[config.mk]
export PLATFORM = sky130hd
export DESIGN_NAME = chdr_conv_arbiter
export DESIGN_NICKNAME = d
export VERILOG_FILES = /design/src/rtl/chdr_conv_arbiter_pkg.sv /design/src/rtl/chdr_conv_order_fifo.sv /design/src/rtl/chdr_conv_arbiter.sv
export SDC_FILE = /design/constraint.sdc
export NUM_CORES = 1
export LEC_CHECK = 0
export BUFFER_PORTS_ARGS = -buffer_cell sky130_fd_sc_hd__buf_2
export CAP_MARGIN = 20
export CORE_AREA = 5 5 283 285
export DETAILED_ROUTE_END_ITERATION = 8
export DIE_AREA = 0 0 288 290
export GPL_ROUTABILITY_DRIVEN = 0
export PLACE_DENSITY = 0.3
export SETUP_SLACK_MARGIN = 0.3
export SLEW_MARGIN = 40
export SYNTH_ARGS = -nofsm -noshare
export SYNTH_HDL_FRONTEND = slang
export SYNTH_SLANG_ARGS = --single-unit
[constraint.sdc]
create_clock -name clk -period 6.4 [get_ports clk]
set_input_delay 1.28 -clock clk [delete_from_list [all_inputs] [get_ports clk]]
set_output_delay 1.28 -clock clk [all_outputs]
set_load 0.01 [all_outputs]
[src/rtl/chdr_conv_arbiter_pkg.sv]
// Shared constants and types for the CHDR converter arbiter.
// Holds settings-register offsets, port-count limits and the input FSM encoding.
package chdr_conv_arbiter_pkg;

  localparam int unsigned NUM_PORTS_MIN = 2;
  localparam int unsigned NUM_PORTS_MAX = 8;

  localparam int unsigned SR_MASK = 0;
  localparam int unsigned SR_SID  = 1;

  typedef enum logic {
    StIdle,
    StPass
  } arb_state_e;

  function automatic int unsigned idx_width(input int unsigned n);
    return (n > 1) ? $clog2(n) : 1;
  endfunction

endpackage

[src/rtl/chdr_conv_order_fifo.sv]
// Order FIFO remembering which port owns each packet in flight through the converter.
// Push is ignored when full and pop is ignored when empty.
module chdr_conv_order_fifo #(
  parameter int unsigned WIDTH = 2,
  parameter int unsigned DEPTH = 8
) (
  input  logic             clk,
  input  logic             reset,
  input  logic             push,
  input  logic [WIDTH-1:0] push_data,
  input  logic             pop,
  output logic [WIDTH-1:0] pop_data,
  output logic             full,
  output logic             empty
);

  localparam int unsigned PtrW = $clog2(DEPTH);

  logic [WIDTH-1:0] mem_q [DEPTH];
  logic [PtrW:0]    wr_ptr_q, rd_ptr_q;
  logic             do_push, do_pop;

  // Extra pointer MSB distinguishes full from empty when the index bits match.
  assign empty    = (wr_ptr_q == rd_ptr_q);
  assign full     = (wr_ptr_q[PtrW] != rd_ptr_q[PtrW]) &&
                    (wr_ptr_q[PtrW-1:0] == rd_ptr_q[PtrW-1:0]);
  assign do_push  = push & ~full;
  assign do_pop   = pop & ~empty;
  assign pop_data = mem_q[rd_ptr_q[PtrW-1:0]];

  always_ff @(posedge clk or negedge reset) begin
    if (!reset) begin
      wr_ptr_q <= '0;
      rd_ptr_q <= '0;
    end else begin
      if (do_push) wr_ptr_q <= wr_ptr_q + 1'b1;
      if (do_pop)  rd_ptr_q <= rd_ptr_q + 1'b1;
    end
  end

  always_ff @(posedge clk) begin
    if (do_push) mem_q[wr_ptr_q[PtrW-1:0]] <= push_data;
  end

endmodule

[src/rtl/chdr_conv_arbiter.sv]
// Round-robin packet arbiter sharing one CHDR converter between several ports,
// with optional header SID rewrite and in-order routing of converted packets.
module chdr_conv_arbiter
  import chdr_conv_arbiter_pkg::*;
#(
  parameter int unsigned NUM_PORTS   = 4,
  parameter int unsigned BASE        = 0,
  parameter int unsigned ORDER_DEPTH = 8
) (
  input  logic                    clk,
  input  logic                    reset,
  input  logic                    set_stb,
  input  logic [7:0]              set_addr,
  input  logic [31:0]             set_data,
  input  logic [64*NUM_PORTS-1:0] in_tdata,
  input  logic [NUM_PORTS-1:0]    in_tlast,
  input  logic [NUM_PORTS-1:0]    in_tvalid,
  output logic [NUM_PORTS-1:0]    in_tready,
  output logic [63:0]             c_i_tdata,
  output logic                    c_i_tlast,
  output logic                    c_i_tvalid,
  input  logic                    c_i_tready,
  input  logic [63:0]             c_o_tdata,
  input  logic                    c_o_tlast,
  input  logic                    c_o_tvalid,
  output logic                    c_o_tready,
  output logic [64*NUM_PORTS-1:0] out_tdata,
  output logic [NUM_PORTS-1:0]    out_tlast,
  output logic [NUM_PORTS-1:0]    out_tvalid,
  input  logic [NUM_PORTS-1:0]    out_tready,
  output logic                    busy,
  output logic [15:0]             orphan_cnt
);

  localparam int unsigned IdxW = idx_width(NUM_PORTS);

  arb_state_e           state_q;
  logic [IdxW-1:0]      grant_q, last_grant_q, pick, pick_hi, pick_lo, fifo_head;
  logic                 sof_q, hi_found, pass;
  logic [NUM_PORTS-1:0] mask_q, cand;
  logic                 sid_en_q;
  logic [15:0]          dest_q, orphan_q;
  logic [63:0]          sel_tdata;
  logic                 sel_tvalid, sel_tlast, beat_hs, last_hs;
  logic                 fifo_push, fifo_pop, fifo_full, fifo_empty;
  logic                 unused_set_data;

  assign unused_set_data = ^set_data;

  always_ff @(posedge clk or negedge reset) begin
    if (!reset) begin
      mask_q   <= '1;
      sid_en_q <= 1'b0;
      dest_q   <= '0;
    end else if (set_stb) begin
      if (set_addr == 8'(BASE + SR_MASK)) mask_q <= set_data[NUM_PORTS-1:0];
      if (set_addr == 8'(BASE + SR_SID)) begin
        sid_en_q <= set_data[16];
        dest_q   <= set_data[15:0];
      end
    end
  end

  // Lowest candidate above last_grant wins; otherwise wrap to the lowest candidate.
  always_comb begin
    cand     = in_tvalid & mask_q;
    pick_hi  = '0;
    pick_lo  = '0;
    hi_found = 1'b0;
    for (int p = int'(NUM_PORTS) - 1; p >= 0; p--) begin
      if (cand[p]) begin
        pick_lo = IdxW'(p);
        if (IdxW'(p) > last_grant_q) begin
          pick_hi  = IdxW'(p);
          hi_found = 1'b1;
        end
      end
    end
    pick = hi_found ? pick_hi : pick_lo;
  end

  always_comb begin
    sel_tdata  = '0;
    sel_tvalid = 1'b0;
    sel_tlast  = 1'b0;
    for (int p = 0; p < int'(NUM_PORTS); p++) begin
      if (IdxW'(p) == grant_q) begin
        sel_tdata  = in_tdata[64*p +: 64];
        sel_tvalid = in_tvalid[p];
        sel_tlast  = in_tlast[p];
      end
    end
  end

  assign pass       = (state_q == StPass);
  assign fifo_push  = (state_q == StIdle) & (|cand) & ~fifo_full;
  assign beat_hs    = pass & sel_tvalid & c_i_tready;
  assign last_hs    = beat_hs & sel_tlast;
  assign c_i_tvalid = pass & sel_tvalid;
  assign c_i_tlast  = pass & sel_tlast;

  always_comb begin
    c_i_tdata = sel_tdata;
    if (sof_q && sid_en_q) c_i_tdata[15:0] = dest_q;
    for (int p = 0; p < int'(NUM_PORTS); p++) begin
      in_tready[p] = pass & (IdxW'(p) == grant_q) & c_i_tready;
    end
  end

  always_ff @(posedge clk or negedge reset) begin
    if (!reset) begin
      state_q      <= StIdle;
      grant_q      <= '0;
      last_grant_q <= IdxW'(NUM_PORTS - 1);
      sof_q        <= 1'b0;
    end else begin
      unique case (state_q)
        StIdle: begin
          if (fifo_push) begin
            grant_q <= pick;
            sof_q   <= 1'b1;
            state_q <= StPass;
          end
        end
        StPass: begin
          if (beat_hs) sof_q <= 1'b0;
          if (last_hs) begin
            last_grant_q <= grant_q;
            state_q      <= StIdle;
          end
        end
        default: state_q <= StIdle;
      endcase
    end
  end

  chdr_conv_order_fifo #(
    .WIDTH (IdxW),
    .DEPTH (ORDER_DEPTH)
  ) u_order_fifo (
    .clk       (clk),
    .reset     (reset),
    .push      (fifo_push),
    .push_data (pick),
    .pop       (fifo_pop),
    .pop_data  (fifo_head),
    .full      (fifo_full),
    .empty     (fifo_empty)
  );

  always_comb begin
    out_tvalid = '0;
    c_o_tready = 1'b0;
    for (int p = 0; p < int'(NUM_PORTS); p++) begin
      if (IdxW'(p) == fifo_head) begin
        out_tvalid[p] = c_o_tvalid & ~fifo_empty;
        c_o_tready    = out_tready[p] & ~fifo_empty;
      end
    end
  end

  assign out_tdata = {NUM_PORTS{c_o_tdata}};
  assign out_tlast = {NUM_PORTS{c_o_tlast}};
  assign fifo_pop  = c_o_tvalid & c_o_tready & c_o_tlast;
  assign busy      = pass | ~fifo_empty;

  // Beats arriving with no owner are stalled, not dropped; count them for debug.
  always_ff @(posedge clk or negedge reset) begin
    if (!reset) begin
      orphan_q <= '0;
    end else if (c_o_tvalid && fifo_empty && (orphan_q != 16'hFFFF)) begin
      orphan_q <= orphan_q + 16'd1;
    end
  end

  assign orphan_cnt = orphan_q;

endmodule

==> flow_metrics.tcl, run 1 <==
set metrics [dict create \
    fmax_mhz 260 \
    hold_start "u_order_fifo.wr_ptr_q[3]$_DFFE_PN0P_" \
    yosysUniqueCellTypes 49 \
    layout_commonest_cell "buf_2" \
    yosysSeqAreaShare_pct 25.9 \
    grt_use_met1_pct 9.13 \
    fin_setup_tns_ns 0 \
    holdBufCountCts 0 \
    synth.area.top_cells "buf_4 29%, mux4_2 23%, dfrtp_1 17%, edfxtp_1 7.1%, mux2_2 6.6%" \
    r2r-start "u_order_fifo.rd_ptr_q[0]$_DFFE_PN0P_" \
    clock_latency_ns 0.35 \
    clk_path_buf_depth 2 \
    synth_top_area_share_pct 28.8 \
    grt_pass1_wl_microns 42300 \
    post_cts_buffers 0 \
    synth_ff_type "dfrtp_1" \
    clk_pin_slew_ns 0.06 \
    endpoint_kind "output pin" \
    overflow 0 \
    vias_per_cell 2.80 \
    holdPathEnd "u_order_fifo.wr_ptr_q[3]$_DFFE_PN0P_" \
    p_switching_w 0.000787 \
    yosys_register_bits 67 \
    yosys_warnings 0 \
    ctsHtreeMaxLevel 3 \
    final_nets 1109 \
    final_cell_mix "394 x buf_2, 69 x mux4_2, 43 x dfrtp_1, 40 x mux2_2, 23 x nand2_1" \
    dieWidth_microns 288 \
    worstSetupPathType "flip-flop to output pin" \
    rrSetupSlack_ns 3.70 \
    period_needed_ns 3.84 \
    setup_violations 0 \
    dieArea_sq_mm 0.0835 \
    power_leakage_nw 3.49 \
    detail-route-antenna-nets 0 \
    route.detailed.drc 0 \
    ir_worst_vdd_mv 0.123 \
    core.rowCount 102 \
    r2r_end "orphan_cnt[10]$_DFFE_PN0P_" \
    die_y_microns 290 \
    synth_nets 985 \
    powerDensity_mw_per_mm2 245 \
    place_area_sq_mm 0.00807 \
    status "complete, no violations" \
    drt_iter0_drc 192 \
    drt-total-wl_microns 30900 \
    dp_hpwl_microns 27100 \
    firstDrtPassIters 4 \
    detailedPlace.worstSlack_ns 2.72 \
    cts_tree "yes" \
    tritoncts.num_buffers 9 \
    swShare_pct 38.4 \
    rr_worst_depth 6 \
    internal-power_w 0.00126 \
    grt_pass1_vias 5584 \
    fp.coreArea_sq_mm 0.0771 \
    avgSynthCellArea_sq_um 11.3 \
    finalHoldViolations 0 \
    fin_area_sq_mm 0.00837 \
    clock_skew_ns 0.00716 \
    antenna_found_initial 17 \
    finalWorstSetupSlack_ns 2.56 \
    syn-instance-count 604 \
    top_usage_layer "met2" \
    min_delay_path_depth 1 \
    tightest_slew_ns 0.770 \
    avgRoutedWirePerCell_microns 17.4 \
    clkPwrFrac_pct 24.9 \
    vias 4969 \
    final_max_slew_viol_count 0 \
    cts_resized 0 \
    maxCapViolCount 0 \
    stdcell_count 1777 \
    rsz0062_at_grt "false" \
    area_delta_synth_final_pct 22.9 \
    synth-edff-count 16 \
    start_util_pct 8.84 \
    grt_max_degree 52 \
    grt_usage_pct 7.11 \
    period_share_pct 60.0 \
    seqPwrFrac_pct 31.3 \
    fin_util_pct 10.9 \
    arrival_ns 2.56 \
    grt_use_met2_pct 9.85 \
    io_pins 730 \
    relSlewSlack_pct 48.5 \
    io_buffers 394 \
    min_path_type "flip-flop to flip-flop" \
    synthArstFlopShare_pct 76.1 \
    root_buffer "clkbuf_16" \
    required_ns 5.12 \
    critPathMaxFanout 47 \
    final_layout_size_suffix_gt1_share_pct 74.1 \
    pwr-share-comb_pct 43.8 \
    synth_area_sq_mm 0.00681 \
    dpl.cell_count 1757 \
    grt_use_met3_pct 4.25 \
    worstSetupStartpointType "flip-flop" \
    synth_largest_area_cell "buf_4" \
    cts.sinks 67 \
]
==> power groups by stage <==
stage	Clock, W	Sequential, W	Combinational, W
after floorplan	0	0.000551	0.000798
after global placement	0	0.000678	0.000893
after detailed placement	0	0.000657	0.000921
after CTS	0.000536	0.000650	0.000924
after global routing	0.000558	0.000664	0.000979
final	0.000510	0.000643	0.000898
==> area by class of cell <==
| type | count | area (sq um) |
|---|---|---|
| fill | 8977 | 68700 |
| clock buffer | 11 | 233 |
| sequential | 67 | 1770 |
| clock inverter | 5 | 53.8 |
| multi-input combinational | 248 | 2960 |
| antenna | 4 | 10.0 |
| timing repair buffer | 399 | 2030 |
| tap | 1040 | 1300 |
| inverter | 3 | 11.3 |
==> through the flow <==
step           total power [W]  hold slack [ns]
2_1_floorplan          0.00135            0.460
3_3_place_gp           0.00157            0.477
3_5_place_dp           0.00158            0.475
4_1_cts                0.00211            0.485
5_1_grt                0.00220            0.507
6_report               0.00205            0.482
==> per-layer routing <==
metal / routed length [microns] / vias up
met3: 4340 / 52
met1: 13200 / 2385
met5: 131 / -
met4: 584 / 6
met2: 12600 / 382
li1: - / 2144
==> worst max-delay path by stage <==
stage | start | endpoint | slack (ns) | depth (start not counted)
final | grant_q[1]$_DFFE_PN0P_ | c_i_tdata[0] | 2.56 | 4
after global routing | u_order_fifo.rd_ptr_q[0]$_DFFE_PN0P_ | c_o_tready | 2.42 | 6
after detailed placement | in_tvalid[3] | c_i_tvalid | 2.72 | 4
after CTS | grant_q[1]$_DFFE_PN0P_ | c_i_tdata[0] | 2.46 | 4
after floorplan | in_tdata[192] | c_i_tdata[0] | 3.11 | 2
after global placement | grant_q[0]$_DFFE_PN0P_ | c_i_tdata[63] | 2.58 | 3
==> critical path, cell delays in order (launching register included) <==
cell and delay (ns):
dfrtp_4 0.71, buf_4 0.62, mux4_2 0.40, mux2_2 0.30, buf_2 0.15
==> cells by family (layout without fill, tap and decap cells) <==
family	count (synthesis)	in the layout	share of synthesized area (%)
multiplexers	118	118	31.2
AO/OA/AOI/OAI	11	11	1.51
adder cells (fa/ha/maj)	3	3	0.551
buffers and inverters	289	418	30.6
AND/OR/NAND/NOR	91	91	7.02
flip-flops	67	67	25.9
XOR/XNOR	25	25	3.21
other	0	4	0
==> registers in the layout, indices dropped and copies added (netlist names) <==
name	cells
sof_q	1
grant_q	2
sid_en_q	1
u_order_fifo.mem_q	16
mask_q	4
pass	1
orphan_cnt	16
last_grant_q	2
u_order_fifo.rd_ptr_q	4
u_order_fifo.wr_ptr_q	4
dest_q	16
==> synth_stat cells, types with 2 or more instances <==
cell and n:
dfrtp_1 45, dfstp_2 6, mux2_2 40, and2_1 5
mux4_2 69, clkbuf_1 11, nand2_1 24, edfxtp_1 16
nand3_1 11, mux2i_1 6, mux2i_4 2, and4_1 2
nor4_2 2, buf_4 261, nand2b_1 2, nand4_1 6
and3_1 2, nor2_1 18, nor3b_1 2, inv_1 2
a31oi_1 2, xnor2_1 15, nor3_1 8, clkbuf_2 3
xor2_1 10, ha_1 3, buf_2 9
Note: power is estimated with default switching activity, not from simulation.
==> run 2, diff against run 1 <==
--- a/config.mk
+++ b/config.mk
@@ -7,11 +7,11 @@
 export LEC_CHECK = 0
 export BUFFER_PORTS_ARGS = -buffer_cell sky130_fd_sc_hd__buf_2
 export CAP_MARGIN = 20
-export CORE_AREA = 5 5 283 285
+export CORE_AREA = 5 5 278 280
 export DETAILED_ROUTE_END_ITERATION = 8
-export DIE_AREA = 0 0 288 290
+export DIE_AREA = 0 0 283 285
 export GPL_ROUTABILITY_DRIVEN = 0
-export PLACE_DENSITY = 0.3
+export PLACE_DENSITY = 0.31
 export SETUP_SLACK_MARGIN = 0.3
 export SLEW_MARGIN = 40
 export SYNTH_ARGS = -nofsm -noshare
==> constraint.sdc (replaced) <==
create_clock -name clk -period 3.9 [get_ports clk]
set_input_delay 0.78 -clock clk [delete_from_list [all_inputs] [get_ports clk]]
set_output_delay 0.78 -clock clk [all_outputs]
set_load 0.01 [all_outputs]
==> flow_metrics.tcl, run 2 (same netlist as run 1, synthesis figures left out) <==
set metrics [dict create \
    grt_max_degree 39 \
    worstSetupPathType "flip-flop to output pin" \
    detail-route-antenna-nets 0 \
    tightest_slew_ns 0.697 \
    io_pins 730 \
    grt_usage_pct 7.48 \
    setup_violations 0 \
    power_leakage_nw 3.54 \
    ctsHtreeMaxLevel 3 \
    drt-total-wl_microns 31200 \
    area_delta_synth_final_pct 22.5 \
    drt_iter0_drc 221 \
    fmax_mhz 304 \
    maxCapViolCount 0 \
    min_path_type "primary input to asynchronous set/reset pin" \
    core.rowCount 100 \
    period_needed_ns 3.29 \
    grt_pass1_vias 5777 \
    tritoncts.num_buffers 9 \
    rsz0062_at_grt "false" \
    ir_worst_vdd_mv 0.162 \
    post_cts_buffers 0 \
    final_nets 1119 \
    final_cell_mix "394 x buf_2, 69 x mux4_2, 43 x dfrtp_1, 40 x mux2_2, 23 x nand2_1" \
    cts.sinks 67 \
    relSlewSlack_pct 53.1 \
    clk_path_buf_depth 2 \
    dieArea_sq_mm 0.0807 \
    avgRoutedWirePerCell_microns 18.2 \
    dieWidth_microns 283 \
    clock_skew_ns 0.0106 \
    firstDrtPassIters 4 \
    route.detailed.drc 0 \
    vias_per_cell 2.97 \
    cts_resized 0 \
    endpoint_kind "output pin" \
    finalHoldViolations 0 \
    start_util_pct 9.18 \
    arrival_ns 2.51 \
    fp.coreArea_sq_mm 0.0742 \
    powerDensity_mw_per_mm2 403 \
    critPathMaxFanout 9 \
    fin_setup_tns_ns 0 \
    dp_hpwl_microns 27200 \
    fin_util_pct 11.3 \
    worstSetupStartpointType "flip-flop" \
    die_y_microns 285 \
    clock_latency_ns 0.36 \
    root_buffer "clkbuf_16" \
    holdBufCountCts 0 \
    final_layout_size_suffix_gt1_share_pct 74.7 \
    layout_commonest_cell "buf_2" \
    period_share_pct 84.3 \
    final_max_slew_viol_count 0 \
    cts_tree "yes" \
    grt_pass1_wl_microns 43700 \
    antenna_found_initial 6 \
    overflow 0 \
    status "complete, no violations" \
    required_ns 3.12 \
    clk_pin_slew_ns 0.07 \
    io_buffers 394 \
    vias 5095 \
]
## run 2: changes by cell type in the layout (fill, tap and decap cells not counted), sizes merged
cell,change
clkbuf,-2
diode,-3
clkinvlp,+2
clkinv,-1
inv,+2
bufinv,-1
buf,+10
## run 2: critical path, cell delays in order, from the launching register on
cell and delay, ns:
dfrtp_1 0.64, mux2i_1 0.15, mux4_2 0.57, mux2i_1 0.29, mux2i_4 0.15, and2_2 0.21
buf_2 0.14
## run 2: layout make-up
class,count,area [sq um]
fill,8590,65800
clock inverter,7,51.3
timing repair buffer,409,2110
antenna,1,2.50
sequential,67,1770
tap,969,1210
inverter,3,11.3
multi-input combinational,248,2960
clock buffer,9,225
## run 2: final timing paths
path,from,end,slack (ns),depth (start not counted)
min in group clk,orphan_cnt[6]$_DFFE_PN0P_,orphan_cnt[6]$_DFFE_PN0P_,0.49,1
max in group asynchronous,reset,mask_q[1]$_DFFE_PN1P_,2.70,2
worst max-delay path,u_order_fifo.rd_ptr_q[0]$_DFFE_PN0P_,c_o_tready,0.61,6
worst min register to register,orphan_cnt[6]$_DFFE_PN0P_,orphan_cnt[6]$_DFFE_PN0P_,0.49,1
worst max register to register,u_order_fifo.rd_ptr_q[0]$_DFFE_PN0P_,orphan_cnt[10]$_DFFE_PN0P_,1.40,6
worst min-delay path,reset,u_order_fifo.wr_ptr_q[1]$_DFFE_PN0P_,0.41,1
## run 2: per-stage QoR
stage | cell area [sq um] | hold WS, ns | cells | power (W) | worst slack (ns)
final | 8350 | 0.410 | 1713 | 0.00337 | 0.611
after global routing | 8350 | 0.439 | 1712 | 0.00361 | 0.412
after CTS | 8340 | 0.401 | 1712 | 0.00345 | 0.542
after detailed placement | 8070 | 0.483 | 1696 | 0.00261 | 0.958
after global placement | 8070 | 0.473 | 1696 | 0.00259 | 1.04
after floorplan | 6810 | 0.460 | 604 | 0.00221 | 1.31
## run 2: per-layer routing
layer  share of wire, %  GRT usage [%]  vias up
li1                   -              -     2164
met1                 46           10.3     2475
met2                 37           9.41      405
met3                 15           5.10       45
met4                1.2           1.40        6
met5               0.50           1.55        -
## run 2: where the power goes
part           switching [W]  leakage, nW  total [W]  internal, W
Sequential          0.000243        0.811    0.00106     0.000820
Clock               0.000374        0.122   0.000807     0.000433
Combinational       0.000714         2.60    0.00150     0.000782
Total                0.00133         3.54    0.00337      0.00204
